<file path="src/rtl/cb_header_sequencer.sv">
// -----------------------------------------------------------------------------
// cb_header_sequencer
//
// Splits each transport-block (TB) descriptor into a run of code-block (CB)
// headers for the encoder datapath. One descriptor is accepted at a time; one
// 64-bit header is emitted per code block. The sequence number runs globally
// across TBs and wraps 511 -> 0.
//
// Parameters:
//   CB_MAX_BYTES    maximum CB payload in bytes (1..2047)
//   CODE_RATE_SHIFT output length = input bits << shift, saturated to 16 bits
//                   (0..7 keeps the shifted value inside 21 bits)
//
// Ports:
//   aclk, aresetn              clock, asynchronous active-low reset
//   tb_valid / tb_ready        descriptor handshake
//   tb_index, tb_tti           copied into every CB header of the TB
//   tb_length_bytes            TB payload length in bytes
//   cb_valid / cb_ready        header handshake
//   cb_hdr                     packed header, MSB to LSB:
//                              out_bits[15:0] in_bits[15:0] rsvd2[6:0]
//                              seq[8:0] tb_index[7:0] rsvd1[1:0] tti[1:0]
//                              last_cb rsvd0 header_type[1:0]
//   err_zero_len               one-cycle pulse after a zero-length TB is taken
//
// Optional feature (macro CB_SEQ_STATS_EN):
//   stat_tb_count[15:0]        accepted descriptors, including zero-length
//   stat_cb_count[31:0]        CB handshakes
// -----------------------------------------------------------------------------
module cb_header_sequencer #(
  parameter int CB_MAX_BYTES    = 1024,
  parameter int CODE_RATE_SHIFT = 1
) (
  input  logic        aclk,
  input  logic        aresetn,
  input  logic        tb_valid,
  output logic        tb_ready,
  input  logic [7:0]  tb_index,
  input  logic [1:0]  tb_tti,
  input  logic [19:0] tb_length_bytes,
  output logic        cb_valid,
  input  logic        cb_ready,
  output logic [63:0] cb_hdr,
  output logic        err_zero_len
`ifdef CB_SEQ_STATS_EN
  ,
  output logic [15:0] stat_tb_count,
  output logic [31:0] stat_cb_count
`endif
);

  typedef enum logic [0:0] {
    ST_IDLE = 1'b0,
    ST_SEG  = 1'b1
  } state_t;

  localparam logic [20:0] CB_MAX_W = 21'(CB_MAX_BYTES);

  // Builds the header for the CB that starts with 'rem' bytes still to send.
  function automatic logic [63:0] build_hdr(
    input logic [20:0] rem,
    input logic [8:0]  seq,
    input logic [7:0]  idx,
    input logic [1:0]  tti
  );
    logic [20:0] chunk;
    logic [20:0] in_bits;
    logic [20:0] out_bits;
    logic [15:0] out_sat;
    logic        last;
    chunk    = (rem < CB_MAX_W) ? rem : CB_MAX_W;
    in_bits  = chunk << 3;
    out_bits = in_bits << CODE_RATE_SHIFT;
    if (out_bits > 21'h00FFFF) begin
      out_sat = 16'hFFFF;
    end else begin
      out_sat = out_bits[15:0];
    end
    last = (rem <= CB_MAX_W);
    build_hdr = {out_sat, in_bits[15:0], 7'd0, seq, idx, 2'd0, tti,
                 last, 1'b0, 2'b01};
  endfunction

  state_t      state_r, state_nxt_s;
  logic [19:0] rem_r, rem_nxt_s;
  logic [7:0]  idx_r, idx_nxt_s;
  logic [1:0]  tti_r, tti_nxt_s;
  logic [8:0]  seq_r, seq_nxt_s;
  logic [63:0] cb_hdr_r, hdr_nxt_s;
  logic        cb_valid_r, valid_nxt_s;
  logic        tb_ready_r, tb_ready_nxt_s;
  logic        err_r, err_nxt_s;

  logic        tb_fire_s;
  logic        cb_fire_s;
  logic [20:0] rem_ext_s;
  logic [20:0] chunk_s;
  logic [20:0] rem_after_s;
  logic        last_s;
  logic [8:0]  seq_inc_s;

  assign tb_fire_s   = tb_valid && tb_ready_r;
  assign cb_fire_s   = cb_valid_r && cb_ready;
  assign rem_ext_s   = {1'b0, rem_r};
  assign chunk_s     = (rem_ext_s < CB_MAX_W) ? rem_ext_s : CB_MAX_W;
  // chunk never exceeds rem, so this cannot underflow
  assign rem_after_s = rem_ext_s - chunk_s;
  assign last_s      = (rem_ext_s <= CB_MAX_W);
  assign seq_inc_s   = seq_r + 9'd1;

  // Next-state and next-output logic; the header for the following CB is
  // prepared here so it can be registered on the handshake edge.
  always_comb begin
    state_nxt_s = state_r;
    rem_nxt_s   = rem_r;
    idx_nxt_s   = idx_r;
    tti_nxt_s   = tti_r;
    seq_nxt_s   = seq_r;
    hdr_nxt_s   = cb_hdr_r;
    valid_nxt_s = cb_valid_r;
    err_nxt_s   = 1'b0;
    case (state_r)
      ST_IDLE: begin
        valid_nxt_s = 1'b0;
        if (tb_fire_s) begin
          idx_nxt_s = tb_index;
          tti_nxt_s = tb_tti;
          rem_nxt_s = tb_length_bytes;
          if (tb_length_bytes == 20'd0) begin
            err_nxt_s = 1'b1;
          end else begin
            state_nxt_s = ST_SEG;
            valid_nxt_s = 1'b1;
            hdr_nxt_s   = build_hdr({1'b0, tb_length_bytes}, seq_r, tb_index, tb_tti);
          end
        end else begin
          state_nxt_s = ST_IDLE;
        end
      end
      ST_SEG: begin
        if (cb_fire_s) begin
          seq_nxt_s = seq_inc_s;
          rem_nxt_s = rem_after_s[19:0];
          if (last_s) begin
            state_nxt_s = ST_IDLE;
            valid_nxt_s = 1'b0;
            hdr_nxt_s   = 64'd0;
          end else begin
            hdr_nxt_s = build_hdr(rem_after_s, seq_inc_s, idx_r, tti_r);
          end
        end else begin
          // stalled: header and valid held until the handshake
          valid_nxt_s = 1'b1;
        end
      end
      default: begin
        state_nxt_s = ST_IDLE;
        valid_nxt_s = 1'b0;
        hdr_nxt_s   = 64'd0;
      end
    endcase
    tb_ready_nxt_s = (state_nxt_s == ST_IDLE);
  end

  // State and registered outputs
  always_ff @(posedge aclk or negedge aresetn) begin
    if (!aresetn) begin
      state_r    <= ST_IDLE;
      rem_r      <= 20'd0;
      idx_r      <= 8'd0;
      tti_r      <= 2'd0;
      seq_r      <= 9'd0;
      cb_hdr_r   <= 64'd0;
      cb_valid_r <= 1'b0;
      tb_ready_r <= 1'b1;
      err_r      <= 1'b0;
    end else begin
      state_r    <= state_nxt_s;
      rem_r      <= rem_nxt_s;
      idx_r      <= idx_nxt_s;
      tti_r      <= tti_nxt_s;
      seq_r      <= seq_nxt_s;
      cb_hdr_r   <= hdr_nxt_s;
      cb_valid_r <= valid_nxt_s;
      tb_ready_r <= tb_ready_nxt_s;
      err_r      <= err_nxt_s;
    end
  end

  assign tb_ready     = tb_ready_r;
  assign cb_valid     = cb_valid_r;
  assign cb_hdr       = cb_hdr_r;
  assign err_zero_len = err_r;

`ifdef CB_SEQ_STATS_EN
  logic [15:0] stat_tb_r;
  logic [31:0] stat_cb_r;

  // Free-running wrap-around event counters
  always_ff @(posedge aclk or negedge aresetn) begin
    if (!aresetn) begin
      stat_tb_r <= 16'd0;
      stat_cb_r <= 32'd0;
    end else begin
      if (tb_fire_s) begin
        stat_tb_r <= stat_tb_r + 16'd1;
      end else begin
        stat_tb_r <= stat_tb_r;
      end
      if (cb_fire_s) begin
        stat_cb_r <= stat_cb_r + 32'd1;
      end else begin
        stat_cb_r <= stat_cb_r;
      end
    end
  end

  assign stat_tb_count = stat_tb_r;
  assign stat_cb_count = stat_cb_r;
`else
  // Statistics counters are not built in this configuration.
`endif

endmodule

</file>
<file path="config.mk">
export PLATFORM = sky130hd
export DESIGN_NAME = cb_header_sequencer
export DESIGN_NICKNAME = d
export VERILOG_FILES = /design/src/rtl/cb_header_sequencer.sv
export SDC_FILE = /design/constraint.sdc
export NUM_CORES = 1
export LEC_CHECK = 0
export BUFFER_PORTS_ARGS = -buffer_cell sky130_fd_sc_hd__buf_2
export CAP_MARGIN = 20
export CORE_MARGIN = 10
export CORE_UTILIZATION = 51
export CTS_BUF_LIST = sky130_fd_sc_hd__clkbuf_8
export DETAILED_ROUTE_END_ITERATION = 6
export PLACE_DENSITY = 0.8
export SLEW_MARGIN = 15
export SYNTH_ARGS = -nofsm -noshare
export SYNTH_HDL_FRONTEND = slang
export SYNTH_SLANG_ARGS = --single-unit
</file>
<file path="constraint.sdc">
create_clock -name aclk -period 3 [get_ports aclk]
set_input_delay 0.45 -clock aclk [delete_from_list [all_inputs] [get_ports aclk]]
set_output_delay 0.45 -clock aclk [all_outputs]
set_load 0.02 [all_outputs]
</file>
; ---- After elaboration in Yosys (flattened, before gate mapping)
; Index checks and enable logic that the tools add are counted.
[totals]
in_bits = 34
elab_cells = 56
output_inout_bits = 67
reg_bits = 107
[op_classes]
eq_ne = 4
bitwise = 2
n_addsub = 2
n_mux = 24
n_reduce_logical = 7
order_cmp = 8
[op_table]
columns = op, count
row1 = 64-bit 2-to-1 mux, 4
row2 = 64-bit one-hot mux with 2 select lines, 1
row3 = 20-bit 2-to-1 mux, 3
row4 = 21-bit by 16-bit > comparator with 1-bit output (second input constant), 2
row5 = 20-bit by 11-bit less-or-equal comparator with 1-bit output (second input constant), 2
row6 = 20-bit by 11-bit less-than comparator with 1-bit output (second input constant), 2
row7 = 20-bit one-hot mux with 2 select lines, 1
row8 = 17-bit 2-to-1 mux, 2
row9 = 16-bit 2-to-1 mux, 2
row10 = 21-bit by 11-bit less-or-equal comparator with 1-bit output (second input constant), 1
row11 = 21-bit by 11-bit less-than comparator with 1-bit output (second input constant), 1
row12 = 20-bit by 20-bit subtractor with 21-bit output, 1
row13 = 20-bit zero test, 1
row14 = 9-bit by 1-bit adder with 9-bit output (second input constant), 1
row15 = 1-bit 2-to-1 mux, 9
row16 = 2-bit AND reduction, 3
row17 = 2-bit inequality test (second input constant), 2
row18 = 1-bit one-hot mux with 2 select lines, 2
row19 = 3-bit by 2-bit inequality test with 1-bit output (second input constant), 1
row20 = 3-bit AND reduction, 1
row21 = 1-bit logical AND, 2
row22 = 2-bit by 1-bit inequality test with 1-bit output (second input constant), 1
row23 = 1-bit inverter, 2

; ---- Longest topological paths before layout
[depth]
ltp_word = 10
depth_mapped = 14
depth_no_buf = 10

; ---- Least setup slack after synthesis
; Ideal clock, no wire load.
[synth_timing]
kind = reg2reg
startpoint = register rem_r[12]
endpoint = register cb_hdr_r[43] (netlist: cb_hdr[43])
n_path_buf = 3
path_stages_with_launch = 13
arrival_ns = 3.030
t_required_ns = 2.913
period_less_slack_ns = 3.116
setup_ns = 0.087
setup_slack_ns = -0.116
path_cell_list = dfrtp_1 > buf_2 > nor4_1 > nand3_1 > nand2_1 > ha_1 > clkbuf_1 > nand4_1 > o211a_1 > nand4b_4 > or3_1 > buf_6 > o211ai_1
[synth_via]
elab_chain_cells = 8
elab_cells_between_ends = 9
[synth_lines]
columns = element, line
row1 = "start, declared", 85  ; logic [19:0] rem_r, rem_nxt_s;
row2 = "start signal, assigned", 179  ; rem_r <= rem_nxt_s;
row3 = 20-bit by 11-bit less-than comparator with 1-bit output, 105  ; assign chunk_s = (rem_ext_s < CB_MAX_W) ? rem_ext_s : CB_MAX_W;
row4 = 20-bit 2-to-1 mux, 105
row5 = 20-bit by 20-bit subtractor with 21-bit output, 107  ; assign rem_after_s = rem_ext_s - chunk_s;
row6 = 21-bit by 11-bit less-than comparator with 1-bit output, 71  ; chunk = (rem < CB_MAX_W) ? rem : CB_MAX_W;
row7 = 17-bit 2-to-1 mux, 71
row8 = 64-bit 2-to-1 mux (*), 144  ; if (last_s) begin
row9 = 64-bit 2-to-1 mux (*), 141  ; if (cb_fire_s) begin
row10 = 64-bit one-hot mux with 2 select lines (*), 122  ; case (state_r)
row11 = "end signal, assigned", 183  ; cb_hdr_r <= hdr_nxt_s;
row12 = "end, declared", 89  ; logic [63:0] cb_hdr_r, hdr_nxt_s;
; Every way passes the cells marked *; elsewhere a longest branch is shown, timed or not. The select of a mux whose other input is x is not followed.
; A chain may end at the register's enable or synchronous reset.

; ---- Worst setup path in the final report
[layout_timing]
startpoint = register rem_r[17]
endpoint = register cb_hdr_r[58] (netlist: cb_hdr[58])
[layout_via]
elab_chain_cells = 10
elab_cells_between_ends = 11
[layout_lines]
columns = element, line
row1 = 20-bit by 11-bit less-than comparator with 1-bit output, 105
row2 = 20-bit 2-to-1 mux, 105
row3 = 20-bit by 20-bit subtractor with 21-bit output, 107
row4 = 21-bit by 11-bit less-than comparator with 1-bit output, 71
row5 = 17-bit 2-to-1 mux, 71
row6 = 21-bit by 16-bit > comparator with 1-bit output, 74  ; if (out_bits > 21'h00FFFF) begin
row7 = 16-bit 2-to-1 mux, 74
row8 = 64-bit 2-to-1 mux (*), 144
row9 = 64-bit 2-to-1 mux (*), 141
row10 = 64-bit one-hot mux with 2 select lines (*), 122
; Marks and branches as above.

==> results.md <==
* Count of different cell masters after synthesis at between 60 and 70
* Final std cells w/o fill at 711
* Die X at about 120 µm
* Worst EP arrival at 3.03 ns
* ANT nets after route at 0
* Leakage at 2.669 nW
* GRT overflow at 0
* Skew final at ~0.013 ns
* Design Power at 5.369 mW
* Register area at between 2000 and 2500 µm²
* Routed Wire Length at between 10 and 15 mm
* Max_cap viols at 0
* Gpl congestion at between 0.9 and 1
* Critical setup path kind: flop to flop
* Core area at 8763 µm²
* Vias per cell at roughly 6
* Synth Cell Area at roughly 4600 µm²
* Maximum number of pins on one net before global-route repair at slightly above 90
* Final worst path period share at between 90 and 100%
* Register area share after synthesis at around half
* CTS Sinks at 90
* Inst Count DP at 692
* Initial Util at 52.71%
* Startpoint Class: flop
* CTS Buf Count at 9
* Avg Inst Size Synth at roughly 9.2 µm²
* CP endpoint kind: flop
* DRC at 0
* HPWL after DPL at 9.186 mm
* Clock latency on the worst-skew pair at about 0.36 ns
* First-pass GRT wire length at about 21 mm
* DR vias at about 4200
* Die height at roughly 120 µm
* RSZ-0062 raised after global routing: no
* Vias in the first global route at between 4000 and 5000
* H-Tree Depth at 3
* Num rows at 34
* CTS tree: done
* Setup TNS at 0 ns
* Status: finished clean
* Final Hold Fails at 0
* Clock transition at path regs at about 0.09 ns
* Number of top-level pins at slightly above 100
* Area of the multi-input gates at ~2200 µm²
* Pins Over Slew Limit at 0
* Die area at 13260 µm²
* FILL cells at between 700 and 800
* Diode count at 0
* Largest fanout on the critical path at 5
* Worst Path Required at 3.26 ns
* Peak VDD IR at 529.3 µV
* # port buffers at between 80 and 90
* Syn. warnings at 0
* Initial drt markers at roughly 280
* Fin crit period at 2.771 ns
* Synth Register Bits at 90
* Fmax at ~0.36 GHz
* Synth-to-Final Area Change at 18.09%
* NumNets Final at ~630
* Drt pass-1 iters at 6
* Asr flop ratio synth at 100.0%
* Main synth FF type: dfrtp_1
* Final setup violation count at 0
* Syn Inst Count at a little over 500
* Hold/Removal Path Class: input pin to async pin
* Dpl ws at around 0.088 ns
* Slew @ Worst Pin at between 1 and 1.5 ns
* Pwr/cell area at 984.2 nW/µm²
* CTS max path bufs at 2
* Share of cells above drive strength 1 at around 25%
* Antenna violations before repair at 0
* Root Buffer: clkbuf_8
* Post-synth EDFFs at 0
* GRT Total Usage at a little under a fifth
* Final WS setup at around 0.23 ns
* Wire per inst at between 15 and 20 µm
* Relative slew margins at between 20% and 30%
* Post-CTS Hold Fix Bufs at 0
==> placed cells by master, fill, tap and decap left out, drive strengths merged, types with 7 or more instances in the layout <==
cell type	netlist	final
a21oi	24	24
a221o	10	10
a31oi	8	8
and2	9	9
buf	24	113
clkbuf	20	10
conb	2	15
dfrtp	89	89
inv	11	13
nand2	93	93
nand3	20	20
nor2	35	35
nor3	10	10
nor4	7	7
o211ai	13	13
o21ai	28	28
o31ai	7	7
or3	8	9
==> flip-flops by register name, indices dropped and copies added, names as in the netlist <==
register	flops
idx_r	8
seq_r	9
cb_valid	1
cb_hdr	47
err_zero_len	1
state_r	1
rem_r	20
tb_ready	1
tti_r	2
==> Yosys cell counts, types with 8 or more instances <==
cell type / number / area share [%]
a21oi_1: 24 / 2.6
a221o_1: 10 / 2.2
a31oi_1: 8 / 1.1
and2_1: 9 / 1.2
buf_4: 17 / 2.8
clkbuf_1: 20 / 1.6
dfrtp_1: 89 / 48
inv_1: 11 / 0.89
nand2_1: 93 / 7.6
nand3_1: 20 / 2.2
nor2_1: 35 / 2.8
nor3_1: 9 / 0.98
o211ai_1: 13 / 2.1
o21ai_0: 28 / 3.0
or3_1: 8 / 1.1
==> repair_timing <==
| item | CTS | global route |
|---|---|---|
| endpoints found under the setup margin | 0 | 20 |
| gates resized for setup | 0 | 4 |
| buffers inserted | 0 | 2 |
==> through the flow <==
step	hold slack [ns]	area, µm²	utilization, %
after floorplan	0.1544	4676	-
after global placement	0.4570	5223	59.59
after detailed placement	0.4624	5228	59.65
after CTS	0.1394	5415	61.79
after global routing	0.1340	5455	62.25
final	0.09982	5455	62.25
==> worst max-delay path, cell delays in order, from the launching register on <==
cell and delay, ns:
dfrtp_1 0.40, nor3_1 0.09, nand3_1 0.09, nand2_1 0.07, ha_2 0.22, or3_1 0.34, or4_1 0.40, o211a_1 0.23
nand4b_4 0.21, or3_4 0.44, o211ai_1 0.19
==> per-layer routing <==
layer  up-vias  global-route usage, %  part of all wire (%)
met1      2018                  25.06                    44
met2       175                  28.90                    46
met5         -                      0                     0
met4         0                  7.013                   2.1
li1       1984                      -                     -
met3        20                  4.896                   8.3
==> where the power goes <==
| part | internal, mW | leakage (nW) | switching, mW | total, mW |
|---|---|---|---|---|
| Clock | 0.334 | 0.0948 | 0.456 | 0.790 |
| Combinational | 1.01 | 1.42 | 1.63 | 2.65 |
| Sequential | 1.61 | 1.15 | 0.324 | 1.93 |
==> worst paths after layout <==
kind / from / end / depth (start not counted) / slack (ns)
worst max-delay path: rem_r[17]$_DFFE_PN0P_ / cb_hdr[58]$_DFFE_PN0P_ / 10 / 0.23
worst min-delay path: aresetn / cb_hdr[59]$_DFFE_PN0P_ / 2 / 0.1
worst max register to register: rem_r[17]$_DFFE_PN0P_ / cb_hdr[58]$_DFFE_PN0P_ / 10 / 0.23
worst min register to register: cb_hdr[46]$_DFFE_PN0P_ / cb_hdr[46]$_DFFE_PN0P_ / 1 / 0.48
max in group asynchronous: aresetn / tb_ready$_DFF_PN1_ / 2 / 2.48
min in group aclk: tb_index[3] / idx_r[3]$_DFFE_PN0P_ / 3 / 0.28
==> logic make-up (layout without fill, tap and decap cells) <==
logic type               Yosys count  after routing  synth area share [%]
AND/OR/NAND/NOR                  205            206                 20.99
AO/OA/AOI/OAI                    132            132                 19.66
flip-flops                        90             90                 48.78
buffers and inverters             55            140                 6.067
multiplexers                      10             10                 2.275
XOR/XNOR                           8              8                 1.517
adder cells (fa/ha/maj)            2              2                0.5416
other                              2             15                0.1626
==> layout make-up <==
class	count	area share [%]
clock inverter	6	0.9174
sequential	90	41.31
multi-input combinational	373	39.95
timing repair buffer	113	12.06
tap	108	2.477
inverter	11	0.7569
clock buffer	10	2.523
Power figures use the tool's default switching activity.
